<file path="config.mk">
export PLATFORM = sky130hd
export DESIGN_NAME = pipe_hazard_ctrl
export DESIGN_NICKNAME = d
export VERILOG_FILES = /design/src/rtl/pipe_hazard_ctrl_pkg.sv /design/src/rtl/pipe_hazard_ctrl_counter.sv /design/src/rtl/pipe_hazard_ctrl.sv
export SDC_FILE = /design/constraint.sdc
export NUM_CORES = 1
export LEC_CHECK = 0
export BUFFER_PORTS_ARGS = -buffer_cell sky130_fd_sc_hd__buf_2
export CAP_MARGIN = 20
export CORE_ASPECT_RATIO = 1.25
export CORE_MARGIN = 2
export CORE_UTILIZATION = 51
export DETAILED_ROUTE_END_ITERATION = 10
export HOLD_SLACK_MARGIN = 0.12
export PLACE_DENSITY = 0.81
export SLEW_MARGIN = 30
export SYNTH_ARGS = -nofsm -noshare
export SYNTH_HDL_FRONTEND = slang
export SYNTH_HIERARCHICAL = 1
export SYNTH_SLANG_ARGS = --single-unit
</file>
<file path="constraint.sdc">
create_clock -name clk -period 3.2 [get_ports clk]
set_clock_uncertainty 0.2 [all_clocks]
set_input_delay 0.48 -clock clk [delete_from_list [all_inputs] [get_ports clk]]
set_output_delay 0.48 -clock clk [all_outputs]
set_load 0.02 [all_outputs]
</file>
<file path="src/rtl/pipe_hazard_ctrl_pkg.sv">
// Shared pipeline definitions for the hazard controller.
//   hz_state_t    : controller FSM states
//   fwd_sel_t     : Execute-stage operand select encodings
//   PC_REG        : architectural register number of the program counter
//   fwd_select()  : forwarding-select helper (Memory beats Writeback, R15 never forwarded)
package pipe_hazard_ctrl_pkg;

  typedef enum logic {
    ST_RUN,
    ST_PCWAIT
  } hz_state_t;

  typedef enum logic [1:0] {
    FWD_RF  = 2'b00,
    FWD_WB  = 2'b01,
    FWD_MEM = 2'b10
  } fwd_sel_t;

  localparam logic [3:0] PC_REG = 4'd15;

  function automatic fwd_sel_t fwd_select(
    input logic       reg_write_m,
    input logic [3:0] wa3m,
    input logic       reg_write_w,
    input logic [3:0] wa3w,
    input logic [3:0] ra
  );
    fwd_sel_t sel;
    sel = FWD_RF;
    if (ra != PC_REG) begin
      if (reg_write_m && (wa3m == ra))      sel = FWD_MEM;
      else if (reg_write_w && (wa3w == ra)) sel = FWD_WB;
    end
    return sel;
  endfunction

endpackage

</file>
<file path="src/rtl/pipe_hazard_ctrl_counter.sv">
// Saturating event counter used for stall/flush statistics.
//   clk   : system clock
//   rst   : asynchronous active-low reset, clears count
//   inc   : count one event this cycle
//   count : current event count, sticks at all-ones
module hazard_event_counter #(
  parameter int unsigned CNT_W = 16
) (
  input  logic             clk,
  input  logic             rst,
  input  logic             inc,
  output logic [CNT_W-1:0] count
);

  always_ff @(posedge clk or negedge rst) begin
    if (!rst) begin
      count <= '0;
    end else if (inc && (count != '1)) begin
      count <= count + CNT_W'(1);
    end
  end

endmodule

</file>
<file path="src/rtl/pipe_hazard_ctrl.sv">
// Hazard unit for a 5-stage pipeline: operand forwarding, load-use stall,
// branch flush and the PC-write (R15 destination) wait sequence, plus
// saturating stall/flush event counters.
//   clk, rst                     : clock, asynchronous active-low reset
//   RA1D/RA2D, RA1E/RA2E         : source registers in Decode / Execute
//   WA3E/WA3M/WA3W               : destination registers in Execute/Memory/Writeback
//   RegWriteE/M/W, MemToRegE     : per-stage write enables and load flag
//   PCSrcD/PCSrcE                : instruction in Decode/Execute writes R15
//   BranchTakenE                 : branch resolved taken in Execute
//   ForwardAE/ForwardBE          : Execute operand selects
//   StallF/StallD/FlushD/FlushE  : pipe-register hold/clear controls (combinational)
//   stallCount/flushCount        : saturating event counters
module pipe_hazard_ctrl
  import pipe_hazard_ctrl_pkg::*;
#(
  parameter int unsigned CNT_W = 16
) (
  input  logic             clk,
  input  logic             rst,
  input  logic [3:0]       RA1D,
  input  logic [3:0]       RA2D,
  input  logic [3:0]       RA1E,
  input  logic [3:0]       RA2E,
  input  logic [3:0]       WA3E,
  input  logic [3:0]       WA3M,
  input  logic [3:0]       WA3W,
  input  logic             RegWriteE,
  input  logic             RegWriteM,
  input  logic             RegWriteW,
  input  logic             MemToRegE,
  input  logic             PCSrcD,
  input  logic             PCSrcE,
  input  logic             BranchTakenE,
  output logic [1:0]       ForwardAE,
  output logic [1:0]       ForwardBE,
  output logic             StallF,
  output logic             StallD,
  output logic             FlushD,
  output logic             FlushE,
  output logic [CNT_W-1:0] stallCount,
  output logic [CNT_W-1:0] flushCount
);

  hz_state_t  state;
  logic [1:0] pcCnt;
  logic       ldHaz;

  always_comb begin
    ForwardAE = fwd_select(RegWriteM, WA3M, RegWriteW, WA3W, RA1E);
    ForwardBE = fwd_select(RegWriteM, WA3M, RegWriteW, WA3W, RA2E);
  end

  assign ldHaz = MemToRegE & RegWriteE & ((WA3E == RA1D) | (WA3E == RA2D));

  // pcCnt counts down 2 -> 1 -> 0 while the R15 write travels Execute ->
  // Memory -> Writeback; at pcCnt=2 a failed condition (PCSrcE=0) aborts.
  always_ff @(posedge clk or negedge rst) begin
    if (!rst) begin
      state <= ST_RUN;
      pcCnt <= '0;
    end else begin
      case (state)
        ST_RUN: begin
          if (!BranchTakenE && !ldHaz && PCSrcD) begin
            state <= ST_PCWAIT;
            pcCnt <= 2'd2;
          end
        end
        ST_PCWAIT: begin
          if ((pcCnt == 2'd2) && !PCSrcE) begin
            state <= ST_RUN;
            pcCnt <= '0;
          end else if (pcCnt != '0) begin
            pcCnt <= pcCnt - 2'd1;
          end else begin
            state <= ST_RUN;
          end
        end
        default: begin
          state <= ST_RUN;
          pcCnt <= '0;
        end
      endcase
    end
  end

  // Controls are decoded from the current state with zero latency so the
  // pipe registers react in the same cycle the hazard is visible.
  always_comb begin
    StallF = 1'b0;
    StallD = 1'b0;
    FlushD = 1'b0;
    FlushE = 1'b0;
    case (state)
      ST_RUN: begin
        if (BranchTakenE) begin
          FlushD = 1'b1;
          FlushE = 1'b1;
        end else if (ldHaz) begin
          StallF = 1'b1;
          StallD = 1'b1;
          FlushE = 1'b1;
        end else if (PCSrcD) begin
          StallF = 1'b1;
          FlushD = 1'b1;
        end
      end
      ST_PCWAIT: begin
        if ((pcCnt == 2'd2) && !PCSrcE) begin
          StallF = 1'b0;
        end else if (pcCnt != '0) begin
          StallF = 1'b1;
          FlushD = 1'b1;
        end else begin
          FlushD = 1'b1;
        end
        if (BranchTakenE) FlushE = 1'b1;
      end
      default: ;
    endcase
  end

  hazard_event_counter #(.CNT_W(CNT_W)) u_stall_cnt (
    .clk   (clk),
    .rst   (rst),
    .inc   (StallF),
    .count (stallCount)
  );

  hazard_event_counter #(.CNT_W(CNT_W)) u_flush_cnt (
    .clk   (clk),
    .rst   (rst),
    .inc   (FlushD | FlushE),
    .count (flushCount)
  );

endmodule

</file>
; Word level (Yosys, flattened, before mapping)
; Cells that the tools add are included.
[totals]
register_bits = 35
input_bits = 37
word_cells = 67
[classes]
n_addsub = 3
n_eq_ne = 13
n_mux = 28
bitwise = 5
reduce_logical = 14
[op_table]
columns = operator, count
row1 = 16-bit by 1-bit adder with 16-bit output (second input constant), 2
row2 = 16-bit inequality test (second input constant), 2
row3 = 4-bit equality test, 6
row4 = 1-bit 2-to-1 mux, 16
row5 = 2-bit 2-to-1 mux, 7
row6 = 1-bit logical AND, 9
row7 = 4-bit inequality test (second input constant), 2
row8 = 1-bit case mux with 2 select lines, 4
row9 = 2-bit case mux with 2 select lines, 1
row10 = 1-bit zero test, 3
row11 = 3-bit by 1-bit inequality test with 1-bit output (second input constant), 1
row12 = 1-bit bitwise AND, 2
row13 = 2-bit equality test (second input constant), 1
row14 = 2-bit inequality test (second input constant), 1
row15 = 1-bit OR, 2
row16 = 2-bit AND reduction, 1
row17 = 2-bit nonzero test, 1
row18 = 2-bit by 1-bit subtractor with 2-bit output (second input constant), 1
row19 = 1-bit inverter, 1

; Depth between registers and ports, before layout
[depth]
ltp_word = 8
ltp_mapped = 10
ltp_nobuf = 10

; By module
; Netlist, hierarchy kept.
[modules_own_cells]
columns = mod, n_inst, cells_each, area_each_um2
row1 = hazard_event_counter, 2, 72, 859.6
row2 = pipe_hazard_ctrl, 1, 76, 588.1

; Least setup slack after synthesis
; OpenSTA, ideal clock, no wires.
[synth_path]
path_type = input-to-reg
start = input WA3E[1]
end = register u_stall_cnt.count[14]
t_arrival_ps = 2532
required_time_ps = 2868
setup_slack_ps = 336
stages = 8
path_buffers = 0
path_cell_list = xor2_1 > nor4_2 > o211ai_2 > a21oi_1 > nand2_1 > nor4_4 > nand4_1 > xnor2_1
[synth_via]
elab_chain_cells = 7
elab_cells_between_ends = 8
cone_classes = eq/ne: 2 / mux: 3 / bitwise: 2 / reduce/logical: 1
[synth_lines]
columns = item, line_no
row1 = "start, declared", pipe_hazard_ctrl.sv:24  ; input logic [3:0] WA3E,
row2 = 4-bit equality test, pipe_hazard_ctrl.sv:53  ; assign ldHaz = MemToRegE & RegWriteE & ((WA3E == RA1D) | (WA3E == RA2D));
row3 = 1-bit OR *, pipe_hazard_ctrl.sv:53
row4 = 1-bit bitwise AND *, pipe_hazard_ctrl.sv:53
row5 = 1-bit 2-to-1 mux *, pipe_hazard_ctrl.sv:99  ; end else if (ldHaz) begin
row6 = 1-bit 2-to-1 mux *, pipe_hazard_ctrl.sv:96  ; if (BranchTakenE) begin
row7 = 1-bit case mux with 2 select lines *, pipe_hazard_ctrl.sv:94  ; case (state)
row8 = named net StallF, pipe_hazard_ctrl.sv:36  ; output logic StallF,
row9 = 1-bit logical AND *, pipe_hazard_ctrl_counter.sv:18  ; end else if (inc && (count != '1)) begin
row10 = "end signal, assigned", pipe_hazard_ctrl_counter.sv:19  ; count <= count + CNT_W'(1);
row11 = "end, declared", pipe_hazard_ctrl_counter.sv:12  ; output logic [CNT_W-1:0] count
; Mark *: on every way through the listed nets, which the timed path passes. The rest lies on a longest branch.
; A chain may end at the register's enable or synchronous reset.

; Worst setup path in the final report
[layout_path]
start = register pcCnt[0]
end = output StallF
[layout_via]
elab_chain_cells = 4
elab_cells_between_ends = 6
cone_classes = eq/ne: 1 / mux: 3 / reduce/logical: 2
[layout_lines]
columns = item, line_no
row1 = "start, declared", pipe_hazard_ctrl.sv:45  ; logic [1:0] pcCnt;
row2 = "start signal, assigned", pipe_hazard_ctrl.sv:74  ; pcCnt <= pcCnt - 2'd1;
row3 = 2-bit nonzero test / 2-bit equality test (equally long branches), "pipe_hazard_ctrl.sv:111, pipe_hazard_ctrl.sv:109"
row4 = 1-bit 2-to-1 mux / 1-bit logical AND (equally long branches), "pipe_hazard_ctrl.sv:111, pipe_hazard_ctrl.sv:109"
row5 = 1-bit 2-to-1 mux *, pipe_hazard_ctrl.sv:109  ; if ((pcCnt == 2'd2) && !PCSrcE) begin
row6 = 1-bit case mux with 2 select lines *, pipe_hazard_ctrl.sv:94
row7 = "end, declared", pipe_hazard_ctrl.sv:36
; Mark *: on every way between the ends. The rest lies on a longest branch, timed or not.

==> run_results.csv <==
group,metric,value,unit
status,run_status,"complete, no violations",
worst_setup_path,worst_r2r_path_depth,10,
power_and_ir_drop,power.switching_fraction,42.2,%
final_layout,layout-area-overhead-vs-synth,23.4,%
grt,wire_length_of_the_first_global_routing_pass,8.49,mm
place,placement.io_buffers,76,
final_layout,filler_cell_count,363,
worst_setup_path,r2r_slack,0.31,ns
die,fp.dieArea,5080,µm²
worst_setup_path,worstPathMaxFanout,6,
yosys,synth_common_cells,"dfrtp_1, nand4_1, xnor2_1, xor2_1, nand3_1",
cts,cts.repair.resized,0,
timing,min_period_over_period,92.2,%
power_and_ir_drop,powerDensity,576,nW/µm²
die,chipWidth,64.2,µm
yosys,yosys_most_used_dff,"dfrtp_1",
yosys,seq_area_frac_synth,38.0,%
worst_hold_path,min_path_type,"input port to flop",
grt,grt_pass1_vias,1872,
place,gp_congestion,0.844,
yosys,synth_top_cell_by_area,"dfrtp_1",
yosys,synth.top_cells.by_area,"dfrtp_1, xnor2_1, xor2_1, nand4_1, o21a_1",
cts,cts_tree,"done",
yosys,asyncSetResetFlopFracSynth,100,%
detailed_routing,via_per_inst,5.65,
detailed_routing,totalWireLength,5.35,mm
detailed_routing,drt-pass1-iter-count,4,
worst_setup_path,worst-setup-path-type,"flop to output pin",
power_and_ir_drop,power.combinational.fraction,38.7,%
yosys,yosys_reg_bits,35,
detailed_routing,wire_per_inst,14.8,µm
worst_setup_path,timing.critical_path.slowest_stage_cell,"a21oi_1",
grt,number_of_antenna_violations_at_the_first_check_in_global_routing,0,
final_layout,finish.utilization,64.8,%
timing,timing.final.max_slew_violations,0,
cts,post-cts-setup-buffers,0,
die,core_region_area,4390,µm²
power_and_ir_drop,vdd_ir_drop_max,0.318,mV
power_and_ir_drop,power.static_leakage,1.34,nW
timing,post-route-min-period,2.95,ns
worst_setup_path,regToRegStartpoint,"pcCnt[0]$_DFFE_PN0P_",
yosys,synth_edf_count,0,
detailed_routing,dr.first_iter.drc_count,76,
cts,clock_pin_slew_on_the_worst_setup_and_hold_paths,0.06,ns
die,placementRows,27,
yosys,area_share_of_the_largest_cell_type_after_synthesis,38.0,%
die,ios,77,
final_layout,n_antenna_cell,0,
detailed_routing,via_count,2046,
worst_setup_path,timing.critical_path.arrival,2.27,ns
detailed_routing,antenna_left,0,
grt,track_usage,21.4,%
timing,setup_viol_count_final,0,
power_and_ir_drop,cellInternalPower,0.947,mW
timing,timing.slew.headroom,49.1,%
timing,achievable-frequency,339,MHz
final_layout,post_route_cells_drive_above_1_share,34.5,%
die,chip_height,79.2,µm
worst_setup_path,cells_traversed_along_the_worst_timing_path,"inv_1 -> ha_1 -> nor2b_1 -> nor3b_1 -> nor2_1 -> a21oi_1 -> buf_2",
worst_hold_path,timing.hold.worst_endpoint,"state$_DFF_PN0_",
final_layout,number_of_nets_at_the_end_of_the_flow,344,
grt,globalRoute.totalOverflow,0,
cts,tritoncts_num_sinks,35,
worst_setup_path,slowest_delay,0.43,ns
place,detailed_placement_wirelength_estimate,3.99,mm
cts,holdBufCountCts,1,
worst_setup_path,cp_data_required_time,2.52,ns
job,max-cap-violations,0,
timing,hold_violations,0,
worst_hold_path,hold-path-cell-count,2,
yosys,synth_area,2310,µm²
timing,totalNegativeSetupSlack,0,ns
timing,rsz_0062_raised_after_global_routing,"false",
cts,clock_latency,0.29,ns
yosys,synth.most_common_cell,"dfrtp_1",
cts,clk_path_buf_depth,2,
worst_hold_path,worstHoldStart,"PCSrcD",
cts,total_number_of_h_tree_levels,2,
power_and_ir_drop,power.switching,0.692,mW
worst_setup_path,timing.rr.end,"u_stall_cnt/count[7]$_DFFE_PN0P_",
die,start_util,52.5,%
yosys,avgSynthCellArea,10.5,µm²
timing,tightestPinTransition,0.763,ns
yosys,yosys_warnings,6,
yosys,syn-instance-count,220,
worst_setup_path,cp-start-kind,"flop",
power_and_ir_drop,power_frac_clock,18.8,%
cts,cts_made_buffers,5,
yosys,synth.net_count,261,
yosys,yosysUniqueCellTypes,39,
detailed_routing,drc,0,
cts,clock-root-buffer,"clkbuf_8",
worst_setup_path,worst_setup_path_end_kind,"output pin",
power_and_ir_drop,seq_power_share,42.5,%
grt,grt_start_max_net_pins,36,
flip-flops by register name, indices dropped and copies added, names as in the netlist:
name	count
pcCnt	2
u_flush_cnt/count	16
state	1
u_stall_cnt/count	16
worst max path at each step:
stage	from	endpoint	cells past startpoint
2_1_floorplan	WA3E[1]	u_stall_cnt/count[14]$_DFFE_PN0P_	8
6_report	pcCnt[0]$_DFFE_PN0P_	StallF	7
5_1_grt	pcCnt[0]$_DFFE_PN0P_	StallF	7
3_5_place_dp	WA3E[1]	u_flush_cnt/count[5]$_DFFE_PN0P_	9
3_3_place_gp	WA3E[1]	u_stall_cnt/count[5]$_DFFE_PN0P_	9
4_1_cts	pcCnt[0]$_DFFE_PN0P_	StallF	7
routing by layer:
metal	vias up	wire length [µm]	track usage [%]
li1	1015	-	-
met1	959	2280	25.3
met2	68	2660	38.0
met3	4	375	4.82
met4	0	35	7.23
met5	-	0	0
cell usage in the layout, fill, tap and decap left out, drive strengths merged:
| master | instances |
|---|---|
| o211ai | 4 |
| clkbuf | 7 |
| nor2 | 10 |
| clkinv | 1 |
| nand4 | 22 |
| buf | 76 |
| and3 | 5 |
| a21oi | 9 |
| dlygate4sd3 | 1 |
| o31ai | 2 |
| xor2 | 18 |
| nor3b | 1 |
| a31oi | 6 |
| nand3 | 17 |
| o21a | 14 |
| o21ai | 3 |
| o21bai | 1 |
| nand2 | 12 |
| mux2 | 2 |
| mux2i | 1 |
| xnor2 | 18 |
| and4 | 6 |
| inv | 6 |
| and4b | 2 |
| nor4 | 8 |
| nor2b | 1 |
| dfrtp | 35 |
| a32oi | 2 |
| nor3 | 6 |
| a31o | 3 |
| o311ai | 1 |
| ha | 4 |
critical path: cells and delay by family, from the launching register on:
family	cells	cell delay, ns
AOI/OAI and AO/OA	1	0.43
and+or+nand+nor	3	0.65
DFF	1	0.36
buffers and inverters	2	0.35
adders and majority gates	1	0.19
cells by family (layout without fill, tap and decap cells):
family	count (synthesis)	after routing	synth area share (%)
AOI/OAI and AO/OA	45	45	14.8
xor gates and xnor gates	36	36	13.7
adders and majority gates	4	4	2.17
buffers and inverters	7	91	1.19
DFF	35	35	38.0
muxes	3	3	1.41
and+or+nand+nor	90	90	28.8
power groups by stage:
stage	Combinational (mW)	Clock [mW]	Sequential, mW
3_5_place_dp	0.636	0	0.704
2_1_floorplan	0.351	0	0.764
5_1_grt	0.699	0.340	0.716
4_1_cts	0.638	0.315	0.698
6_report	0.634	0.308	0.697
3_3_place_gp	0.618	0	0.702
metrics by stage:
step / setup slack [ns] / power, mW / hold slack (ns) / instances / instance area (µm²)
after floorplan: 0.336 / 1.12 / -0.0156 / 220 / 2310
after global placement: 0.309 / 1.32 / 0.292 / 353 / 2760
after detailed placement: 0.271 / 1.34 / 0.305 / 353 / 2760
after CTS: 0.227 / 1.65 / 0.295 / 362 / 2850
after global routing: 0.0349 / 1.75 / 0.292 / 362 / 2850
final: 0.250 / 1.64 / 0.305 / 362 / 2850
area by class of cell:
class	count	area (µm²)	area share [%]
Clock buffer	7	76.3	2.68
Clock inverter	1	5.00	0.176
Inverter	6	22.5	0.791
Multi-Input combinational cell	178	1400	49.3
Sequential cell	35	876	30.8
Tap cell	58	72.6	2.55
Timing Repair Buffer	77	390	13.7
Note: power is estimated with default switching activity, not from simulation.
